`config.mk`:
```
export PLATFORM = sky130hd
export DESIGN_NAME = deserializer
export DESIGN_NICKNAME = d
export VERILOG_FILES = /design/src/rtl/haraka_stream_pkg.sv /design/src/rtl/word_hold_reg.sv /design/src/rtl/deserializer.sv
export SDC_FILE = /design/constraint.sdc
export NUM_CORES = 1
export LEC_CHECK = 0
export CAP_MARGIN = 20
export CELL_PAD_IN_SITES_DETAIL_PLACEMENT = 2
export CELL_PAD_IN_SITES_GLOBAL_PLACEMENT = 2
export CORE_UTILIZATION = 36
export DETAILED_ROUTE_END_ITERATION = 6
export PLACE_DENSITY = 0.82
export SETUP_SLACK_MARGIN = 0.1
export SLEW_MARGIN = 20
export SYNTH_ARGS = -nofsm -noshare
export SYNTH_HDL_FRONTEND = slang
export SYNTH_SLANG_ARGS = --single-unit
```
`constraint.sdc`:
```
create_clock -name clk -period 6.7 [get_ports clk]
set_input_delay 1.34 -clock clk [delete_from_list [all_inputs] [get_ports clk]]
set_output_delay 1.34 -clock clk [all_outputs]
set_load 0.05 [all_outputs]
```
`src/rtl/haraka_stream_pkg.sv`:
```
// Shared definitions for the Haraka-S lane/word stream blocks (serializer and
// deserializer). Holds the default geometry, the derived lane count and the
// lane-index / lane-count types for that default geometry, plus a width helper
// for parameterised instances.
package haraka_stream_pkg;

    localparam int unsigned DEF_WORDWIDTH = 256;
    localparam int unsigned DEF_LANEWIDTH = 8;
    localparam int unsigned DEF_LANES     = DEF_WORDWIDTH / DEF_LANEWIDTH;

    // Lane index 0..LANES-1, and lane count 1..LANES (one bit wider).
    typedef logic [$clog2(DEF_LANES)-1:0] lane_idx_t;
    typedef logic [$clog2(DEF_LANES):0]   lane_len_t;

    // Index width for an arbitrary lane count; a single-lane word still needs
    // a one-bit index register.
    function automatic int unsigned idx_width(input int unsigned lanes);
        return (lanes > 1) ? $clog2(lanes) : 1;
    endfunction

endpackage

```
`src/rtl/word_hold_reg.sv`:
```
// Single-entry output holding register with valid/ready handshake.
// A load in the same cycle as a drain replaces the word without a bubble.
// Ports:
//   clk, reset         clock, synchronous active-high reset
//   load_i             capture word_i/len_i/last_i this cycle
//   word_i/len_i/last_i fields to capture
//   ready_i            consumer accepts the held word this cycle
//   valid_o            holder is full
//   word_o/len_o/last_o held fields (don't-care while valid_o=0)
module word_hold_reg #(
    parameter int unsigned WIDTH = 32,
    parameter int unsigned LENW  = 3
) (
    input  logic             clk,
    input  logic             reset,
    input  logic             load_i,
    input  logic [WIDTH-1:0] word_i,
    input  logic [LENW-1:0]  len_i,
    input  logic             last_i,
    input  logic             ready_i,
    output logic             valid_o,
    output logic [WIDTH-1:0] word_o,
    output logic [LENW-1:0]  len_o,
    output logic             last_o
);

    logic             valid_q, valid_d;
    logic [WIDTH-1:0] word_q, word_d;
    logic [LENW-1:0]  len_q, len_d;
    logic             last_q, last_d;

    always_comb begin
        valid_d = valid_q;
        word_d  = word_q;
        len_d   = len_q;
        last_d  = last_q;
        if (load_i) begin
            valid_d = 1'b1;
            word_d  = word_i;
            len_d   = len_i;
            last_d  = last_i;
        end else if (ready_i) begin
            valid_d = 1'b0;
        end
    end

    always_ff @(posedge clk) begin
        if (reset) begin
            valid_q <= 1'b0;
            word_q  <= '0;
            len_q   <= '0;
            last_q  <= 1'b0;
        end else begin
            valid_q <= valid_d;
            word_q  <= word_d;
            len_q   <= len_d;
            last_q  <= last_d;
        end
    end

    assign valid_o = valid_q;
    assign word_o  = word_q;
    assign len_o   = len_q;
    assign last_o  = last_q;

endmodule

```
`src/rtl/deserializer.sv`:
```
// Packs a narrow lane stream into full-width words for the Haraka-S absorb
// datapath, reporting the number of valid lanes and the end of message.
// Ports:
//   clk, reset      clock, synchronous active-high reset
//   in_data/in_valid/in_last/in_ready   lane input handshake
//   out_word        packed word, lane 0 in the least significant bits
//   out_length      valid lanes in out_word (1..LANES)
//   out_last        word ends the message
//   out_valid/out_ready                 word output handshake
module deserializer
    import haraka_stream_pkg::*;
#(
    parameter int unsigned WORDWIDTH = DEF_WORDWIDTH,
    parameter int unsigned LANEWIDTH = DEF_LANEWIDTH
) (
    input  logic                                  clk,
    input  logic                                  reset,
    input  logic [LANEWIDTH-1:0]                  in_data,
    input  logic                                  in_valid,
    input  logic                                  in_last,
    output logic                                  in_ready,
    output logic [WORDWIDTH-1:0]                  out_word,
    output logic [$clog2(WORDWIDTH/LANEWIDTH):0]  out_length,
    output logic                                  out_last,
    output logic                                  out_valid,
    input  logic                                  out_ready
);

    localparam int unsigned LANES = WORDWIDTH / LANEWIDTH;
    localparam int unsigned IDXW  = idx_width(LANES);
    localparam int unsigned LENW  = $clog2(LANES) + 1;
    localparam logic [IDXW-1:0] LAST_IDX = IDXW'(LANES - 1);

    if (LANEWIDTH == 0 || (WORDWIDTH % LANEWIDTH) != 0) begin : g_bad_geometry
        $error("deserializer: WORDWIDTH must be an integer multiple of LANEWIDTH");
    end

    typedef enum logic {
        EMPTY,
        FILLING
    } state_e;

    state_e               state_q, state_d;
    logic [WORDWIDTH-1:0] acc_q, acc_d;
    logic [IDXW-1:0]      idx_q, idx_d;

    logic                 accept;
    logic                 publish;
    logic [WORDWIDTH-1:0] pub_word;
    logic [LENW-1:0]      pub_len;

    // State register
    always_ff @(posedge clk) begin
        if (reset) begin
            state_q <= EMPTY;
            acc_q   <= '0;
            idx_q   <= '0;
        end else begin
            state_q <= state_d;
            acc_q   <= acc_d;
            idx_q   <= idx_d;
        end
    end

    // Next-state logic
    always_comb begin
        state_d = state_q;
        acc_d   = acc_q;
        idx_d   = idx_q;
        if (accept) begin
            if (publish) begin
                state_d = EMPTY;
                acc_d   = '0;
                idx_d   = '0;
            end else begin
                for (int unsigned i = 0; i < LANES; i++) begin
                    if (idx_q == IDXW'(i)) acc_d[i*LANEWIDTH +: LANEWIDTH] = in_data;
                end
                idx_d   = idx_q + IDXW'(1);
                state_d = FILLING;
            end
        end
    end

    // Output / handshake logic. Lanes above idx are already zero in acc
    // (cleared on publish and reset, filled in order), so inserting the
    // current lane yields the zero-padded word directly.
    always_comb begin
        in_ready = !out_valid || out_ready;
        accept   = in_valid && in_ready;
        publish  = accept && (in_last || idx_q == LAST_IDX);
        pub_word = acc_q;
        for (int unsigned i = 0; i < LANES; i++) begin
            if (idx_q == IDXW'(i)) pub_word[i*LANEWIDTH +: LANEWIDTH] = in_data;
        end
        pub_len  = LENW'(idx_q) + LENW'(1);
    end

    word_hold_reg #(
        .WIDTH (WORDWIDTH),
        .LENW  (LENW)
    ) u_hold (
        .clk     (clk),
        .reset   (reset),
        .load_i  (publish),
        .word_i  (pub_word),
        .len_i   (pub_len),
        .last_i  (in_last),
        .ready_i (out_ready),
        .valid_o (out_valid),
        .word_o  (out_word),
        .len_o   (out_length),
        .last_o  (out_last)
    );

endmodule

```
==> summary.md, run 1 <==
| Metric | Value |
|---|---|
| Status | finished clean |
| Share of the synthesized area in the top cell type | 0.494 |
| Post_cts resized | 0 |
| Final Setup Violations | 0 |
| Netlist Area Pre-Place | 0.0213 sq mm |
| Post-synthesis sequential area ratio | 0.494 |
| ANT nets after route | 0 |
| Initial Util | 0.367 |
| Hold path cells | 2 |
| Final instance area | about 0.026 sq mm |
| Comb power frac | 0.132 |
| CP Capture Type | output port |
| Synth cell types | 45 |
| Critical path, cell by cell | clkdlybuf4s50_1 -> nor2b_2 -> inv_2 -> clkdlybuf4s50_1 |
| Area grow syn2layout | 22.8% |
| Io pins | 278 |
| Synth warn | 0 |
| Switching share of power | 0.284 |
| Worst path bufs/invs | 3 |
| Post-synth EDFFs | 0 |
| First-pass GRT wire length | 131000 um |
| Synth top cells by count | dfxtp_1, nand2_1, nor2_1 |
| DR WL/cell | around 26 um |
| Crit path largest cell delay | 750 ps |
| P_sw | 2160 uW |
| Clock insertion delay at the later pin of the skew report | 620 ps |
| Synthesized area per cell | 8.53 sq um |
| Final period utilization | 0.669 |
| Flop-to-flop setup slack | 2290 ps |
| Std cell rows | 88 |
| Clock sink count | 525 |
| Core area | around 0.058 sq mm |
| Fin. Hold Viols | 0 |
| Area contributors post-synth | dfxtp_1, a311oi_1, o32ai_1 |
| Clk network pwr share | 0.431 |
| Initial antenna violation count | 1 |
| Main synth FF type | dfxtp_1 |
| Die area | 0.0601 sq mm |
| Slew HR | 0.253 |
| Clock Root Buffer | clkbuf_16 |
| Hold Path Origin | u_hold.len_o[5] |
| Routability-driven placement congestion ratio | between 0.7 and 0.8 |
| Area of the multi-input gates | 0.00872 sq mm |
| Largest area contributor in the netlist | dfxtp_1 |
| Crit path launch type | input port |
| Drt initial violations | 1102 |
| Crit Path Max Fanout | 7 |
| Gate Count Post-Synth | 2494 |
| Share of layout cells above drive strength 1 | 0.0724 |
| Setup Skew | 16.2 ps |
| Vias per inst | 5.79 |
| Reg area | 0.0105 sq mm |
| PwrDens | 291 mW/mm^2 |
| Clk buf depth | 3 |
| Nets | 2630 |
| Buffers added on ports | 277 |
| # diodes | 0 |
| Post-CTS Hold Buffers | 0 |
| CTS tree | done |
| DRC Markers | 0 |
| Tightest Hold Check Type | flop to flop |
| RSZ-0062 raised after global routing | no |
| Max cap viols | 0 |
| Slew @ Worst Pin | 1120 ps |
| Slowest CP cell | clkdlybuf4s50_1 |
| Setup Buffers After CTS | 0 |
| Pins Over Slew Limit | 0 |
| LEAKAGE | 0.00786 uW |
| Async set-reset flop share out of synthesis | 0 |
| Reg-to-Reg End | u_hold.word_o[95] |
| Final WL | 87200 um |
| Vias in the first global route | 20982 |
| Setup crit start | out_ready |
| Most frequent cell after synthesis | dfxtp_1 |
| Flops & latches, synth | 525 |
| Shortest period the worst path allows | 4480 ps |
| Die Width | 245 um |
| Total track usage | 0.284 |
| Reg2Reg Depth | 8 |
| GRT Residual Overflow | 0 |
| RR Startpoint | idx_q[3] |
| Setup CP Type | input port to output port |
| Htree depth | 2 |
| Fmax | 223 MHz |
| Mapped Nets | between 2000 and 3000 |
| Worst EP required | ~5400 ps |
| Min-Delay Endpoint | u_hold.len_o[5] |
| Fin Setup TNS | 0 ps |
| Internal power | 5440 uW |
| Placed Area | 0.0242 sq mm |
| Inserted Clock Buffers | 57 |
| CTS clk-pin slew, worst paths | 60 ps |
| Final HPWL DP | 52400 um |
| Largest delay share family, worst path | buffers and inverters |
| First drt pass iteration count | 5 |
| Maximum number of pins on one net before global-route repair | 151 |
| CP arrival | 3140 ps |
| Max VDD drop | 0.177 mV |
| Vias post-DR | 19783 |
| Fill cell count | 6185 |
| DIE HEIGHT | 245 um |
| Sequential Power Share | 0.436 |
| Most used cell, CP | clkdlybuf4s50_1 |
cell families (layout without fill, tap and decap cells):
kind of cell | after synthesis | in the layout | share of synthesized area
compound gates | 549 | 549 | 0.221
xor+xnor | 2 | 2 | 0.000824
fa+ha+maj | 6 | 6 | 0.00353
buf+inv | 499 | 657 | 0.0975
flops | 525 | 525 | 0.494
mux | 16 | 16 | 0.00753
simple gates | 897 | 897 | 0.176
worst min-delay path: stages (launching register included):
cell and delay, ps:
dfxtp_1 310, nand2_1 50, a21oi_1 50
metal layers:
layer  vias to the layer above  track usage  wire [um]
li1                       8946            -          -
met1                     10142        0.360      37200
met2                       520        0.496      43400
met3                       175       0.0307       3680
met4                         0        0.103       2940
met5                         -            0          0
power by group through the flow:
stage	clock network [uW]	registers, uW	logic [uW]
floorplan	0	3680	311
global placement	0	3380	971
detailed placement	0	3380	997
CTS	3320	3310	1010
global route	3440	3320	1050
finish	3280	3310	1010
cells in the final DEF (no fill, tap or decap), types with 21 or more instances in the layout:
cell             netlist  final
inv_1                243    243
nand2b_1              27     27
nand2_1              512    503
o32ai_1              240    240
nor2_1               281    281
dfxtp_1              525    524
buf_4                 30     28
a311oi_1             240    240
clkdlybuf4s50_1        0    268
clkbuf_16              0     59
clkbuf_8               0     21
state kept, by name (all words and copies together) (netlist names):
| signal | cells |
|---|---|
| u_hold.word_o | 256 |
| acc_q | 256 |
| u_hold.valid_o | 1 |
| u_hold.len_o | 6 |
| u_hold.last_o | 1 |
| idx_q | 5 |
layout make-up:
type / count / share of cell area
Clock buffer: 88 / 0.0687
Clock inverter: 12 / 0.00531
Inverter: 245 / 0.0352
Multi-Input combinational cell: 1470 / 0.334
Sequential cell: 525 / 0.402
Tap cell: 765 / 0.0366
Timing Repair Buffer: 312 / 0.118
worst max path at each step:
stage                               to  slack [ps]  cells after the start
detailed placement            in_ready        2260                      4
global route        u_hold.word_o[138]        2090                      8
floorplan                     in_ready        3570                      2
CTS                           in_ready        2210                      4
finish                        in_ready        2220                      4
global placement              in_ready        2340                      4
per-stage QoR:
stage | util | setup slack [ps] | cells | hold WS (ps) | power (uW)
finish | 0.450 | 2220 | 3417 | 459 | 7600
global route | 0.450 | 2090 | 3417 | 481 | 7800
CTS | 0.450 | 2210 | 3417 | 462 | 7640
detailed placement | 0.417 | 2260 | 3317 | 445 | 4380
global placement | 0.417 | 2340 | 3317 | 441 | 4350
floorplan | - | 3570 | 2494 | 429 | 3990
No activity file was read; power rests on OpenSTA's default activity.
==> inputs of run 2 (changes only) <==
--- a/config.mk
+++ b/config.mk
@@ -8,9 +8,9 @@
 export CAP_MARGIN = 20
 export CELL_PAD_IN_SITES_DETAIL_PLACEMENT = 2
 export CELL_PAD_IN_SITES_GLOBAL_PLACEMENT = 2
-export CORE_UTILIZATION = 36
+export CORE_UTILIZATION = 33
 export DETAILED_ROUTE_END_ITERATION = 6
-export PLACE_DENSITY = 0.82
+export PLACE_DENSITY = 0.76
 export SETUP_SLACK_MARGIN = 0.1
 export SLEW_MARGIN = 20
 export SYNTH_ARGS = -nofsm -noshare
==> constraint.sdc (replaced) <==
create_clock -name clk -period 4.4 [get_ports clk]
set_input_delay 0.88 -clock clk [delete_from_list [all_inputs] [get_ports clk]]
set_output_delay 0.88 -clock clk [all_outputs]
set_load 0.05 [all_outputs]
==> run 2 against run 1 <==
Design area up 1.6%; register-to-register slack lost 1200 ps; routed wire length increased by 0.39%; die area is 9.0% higher; combinational power up 53%; critical path depth unchanged; largest power group is now the clock network.
==> summary.md, run 2 (synthesized netlist as in run 1, its figures left out) <==
| Metric | Value |
|---|---|
| Max layer used | met4 (unchanged) |
| CP arrival | 2620 ps (was 3140 ps) |
| First drt pass iteration count | 5 (unchanged) |
| Shortest period the worst path allows | 3500 ps |
| Internal power | 8510 uW (was 5440 uW) |
| Die area | 0.0655 sq mm (was 0.0601 sq mm) |
| DIE HEIGHT | 256 um (was 245 um) |
| Fin. Hold Viols | 0 (unchanged) |
| Clock sink count | 525 (unchanged) |
| Tightest Hold Check Type | flop to flop (unchanged) |
| Final Setup Violations | 0 (unchanged) |
| RSZ-0062 raised after global routing | no (unchanged) |
| Buffers added on ports | 277 (unchanged) |
| Pins Over Slew Limit | 0 (unchanged) |
| Crit Path Max Fanout | 7 (unchanged) |
| DR WL/cell | 24.9 um (was 25.5 um) |
| Inserted Clock Buffers | 59 (was 57) |
| Die Width | 256 um (was 245 um) |
| Final period utilization | 0.795 |
| Clk network pwr share | 0.442 (was 0.431) |
| ANT nets after route | 0 (unchanged) |
| Final instance area | 0.0265 sq mm (was 0.0261 sq mm) |
| Routability-driven placement congestion ratio | 0.786 (was 0.778) |
| PwrDens | 445 mW/mm^2 (was 291 mW/mm^2) |
| P_sw | 3310 uW (was 2160 uW) |
| Final WL | 87600 um (was 87200 um) |
| Std cell rows | 92 (was 88) |
| Io pins | 278 (unchanged) |
| Comb power frac | 0.131 (was 0.132) |
| Vias post-DR | 19648 (was 19783) |
| CP Capture Type | output port (unchanged) |
| LEAKAGE | 0.00803 uW (was 0.00786 uW) |
| First-pass GRT wire length | 133000 um (was 131000 um) |
| CTS tree | done (unchanged) |
| Placed Area | 0.0245 sq mm (was 0.0242 sq mm) |
| Share of layout cells above drive strength 1 | 0.0825 (was 0.0724) |
| GRT Residual Overflow | 0 (unchanged) |
| DRC Markers | 0 (unchanged) |
| Min Hold Slack | 467 ps (was 459 ps) |
| Routed length on met3 | 3770 um (was 3680 um) |
| Clock Root Buffer | clkbuf_16 (unchanged) |
| Nets | 2651 (was 2630) |
| Vias per inst | 5.58 (was 5.79) |
| Htree depth | 2 (unchanged) |
| Initial antenna violation count | 0 (was 1) |
| Worst EP required | 3520 ps (was 5360 ps) |
| Core area | 0.0634 sq mm (was 0.0580 sq mm) |
| Fin Setup TNS | 0 ps (unchanged) |
| Max cap viols | 0 (unchanged) |
| # diodes | 0 (unchanged) |
| Setup Skew | 28.8 ps (was 16.2 ps) |
| Post-CTS Hold Buffers | 0 (unchanged) |
| Maximum number of pins on one net before global-route repair | 208 (was 151) |
| Met2 routed WL | 42500 um (was 43400 um) |
| Total track usage | 0.263 (was 0.284) |
| Vias in the first global route | 21284 (was 20982) |
| Slew @ Worst Pin | 933 ps (was 1120 ps) |
| Drt initial violations | 1004 (was 1102) |
| Initial Util | 0.335 (was 0.367) |
| Clock insertion delay at the later pin of the skew report | 630 ps (was 620 ps) |
| Slew HR | 0.378 (was 0.253) |
| Switching share of power | 0.280 (was 0.284) |
| Crit path launch type | input port (unchanged) |
| Setup Buffers After CTS | 0 (unchanged) |
| Metal1 wirelength | 38200 um (was 37200 um) |
| CTS clk-pin slew, worst paths | 60 ps (about the same) |
| Sequential Power Share | 0.427 (was 0.436) |
| Status | finished clean (unchanged) |
| Commonest non-fill, non-tap cell in the layout | dfxtp_1 (unchanged) |
| Area grow syn2layout | 24.8% (was 22.8%) |
| Post_cts resized | 0 (unchanged) |
| Max VDD drop | 0.306 mV (was 0.177 mV) |
| Most frequent cells in the layout | dfxtp_1, nand2_1, nor2_1 (unchanged) |
| Final HPWL DP | 55100 um (was 52400 um) |
| Clk buf depth | 3 (unchanged) |
| Setup CP Type | input port to output port (unchanged) |
| Fmax | 286 MHz |
## run 2: power by group through the flow
stage | Sequential, uW | Clock (uW) | Combinational, uW
2_1_floorplan | 5610 | 0 | 474
3_3_place_gp | 5140 | 0 | 1500
3_5_place_dp | 5150 | 0 | 1540
4_1_cts | 5040 | 5330 | 1550
5_1_grt | 5050 | 5510 | 1620
6_report | 5040 | 5230 | 1550
## run 2: final cells by class
cell class,count,area (sq um)
fill,6789,36900
sequential,525,10500
multi-input combinational,1470,8720
timing repair buffer,331,3270
clock buffer,84,1760
tap,846,1060
inverter,245,920
clock inverter,23,302
## run 2: final timing paths
| path | cells past startpoint | slack, ps | end | startpoint |
|---|---|---|---|---|
| min | 1 | 470 | acc_q[248] | acc_q[248] |
| min reg2reg | 1 | 470 | acc_q[248] | acc_q[248] |
| max | 4 | 900 | in_ready | out_ready |
| max reg2reg | 10 | 1140 | acc_q[108] | idx_q[0] |
## run 2: worst max-delay path, cell delays in order
cell	delay [ps]
clkdlybuf4s50_1	450
nor2b_2	350
inv_2	140
clkdlybuf4s50_1	790
## run 2: stage by stage
stage          worst slack (ps)  total power (uW)   util  std cells
5_1_grt                     847             12200  0.418       3524
3_5_place_dp                910              6690  0.386       3417
2_1_floorplan              1930              6080      -       2494
4_1_cts                     912             11900  0.418       3524
6_report                    901             11800  0.418       3524
3_3_place_gp                903              6640  0.386       3417
## run 2: per-layer routing
layer	up-vias	track usage
met5	-	0
met4	0	0.100
met3	159	0.0382
met2	480	0.450
met1	10015	0.333
li1	8994	-
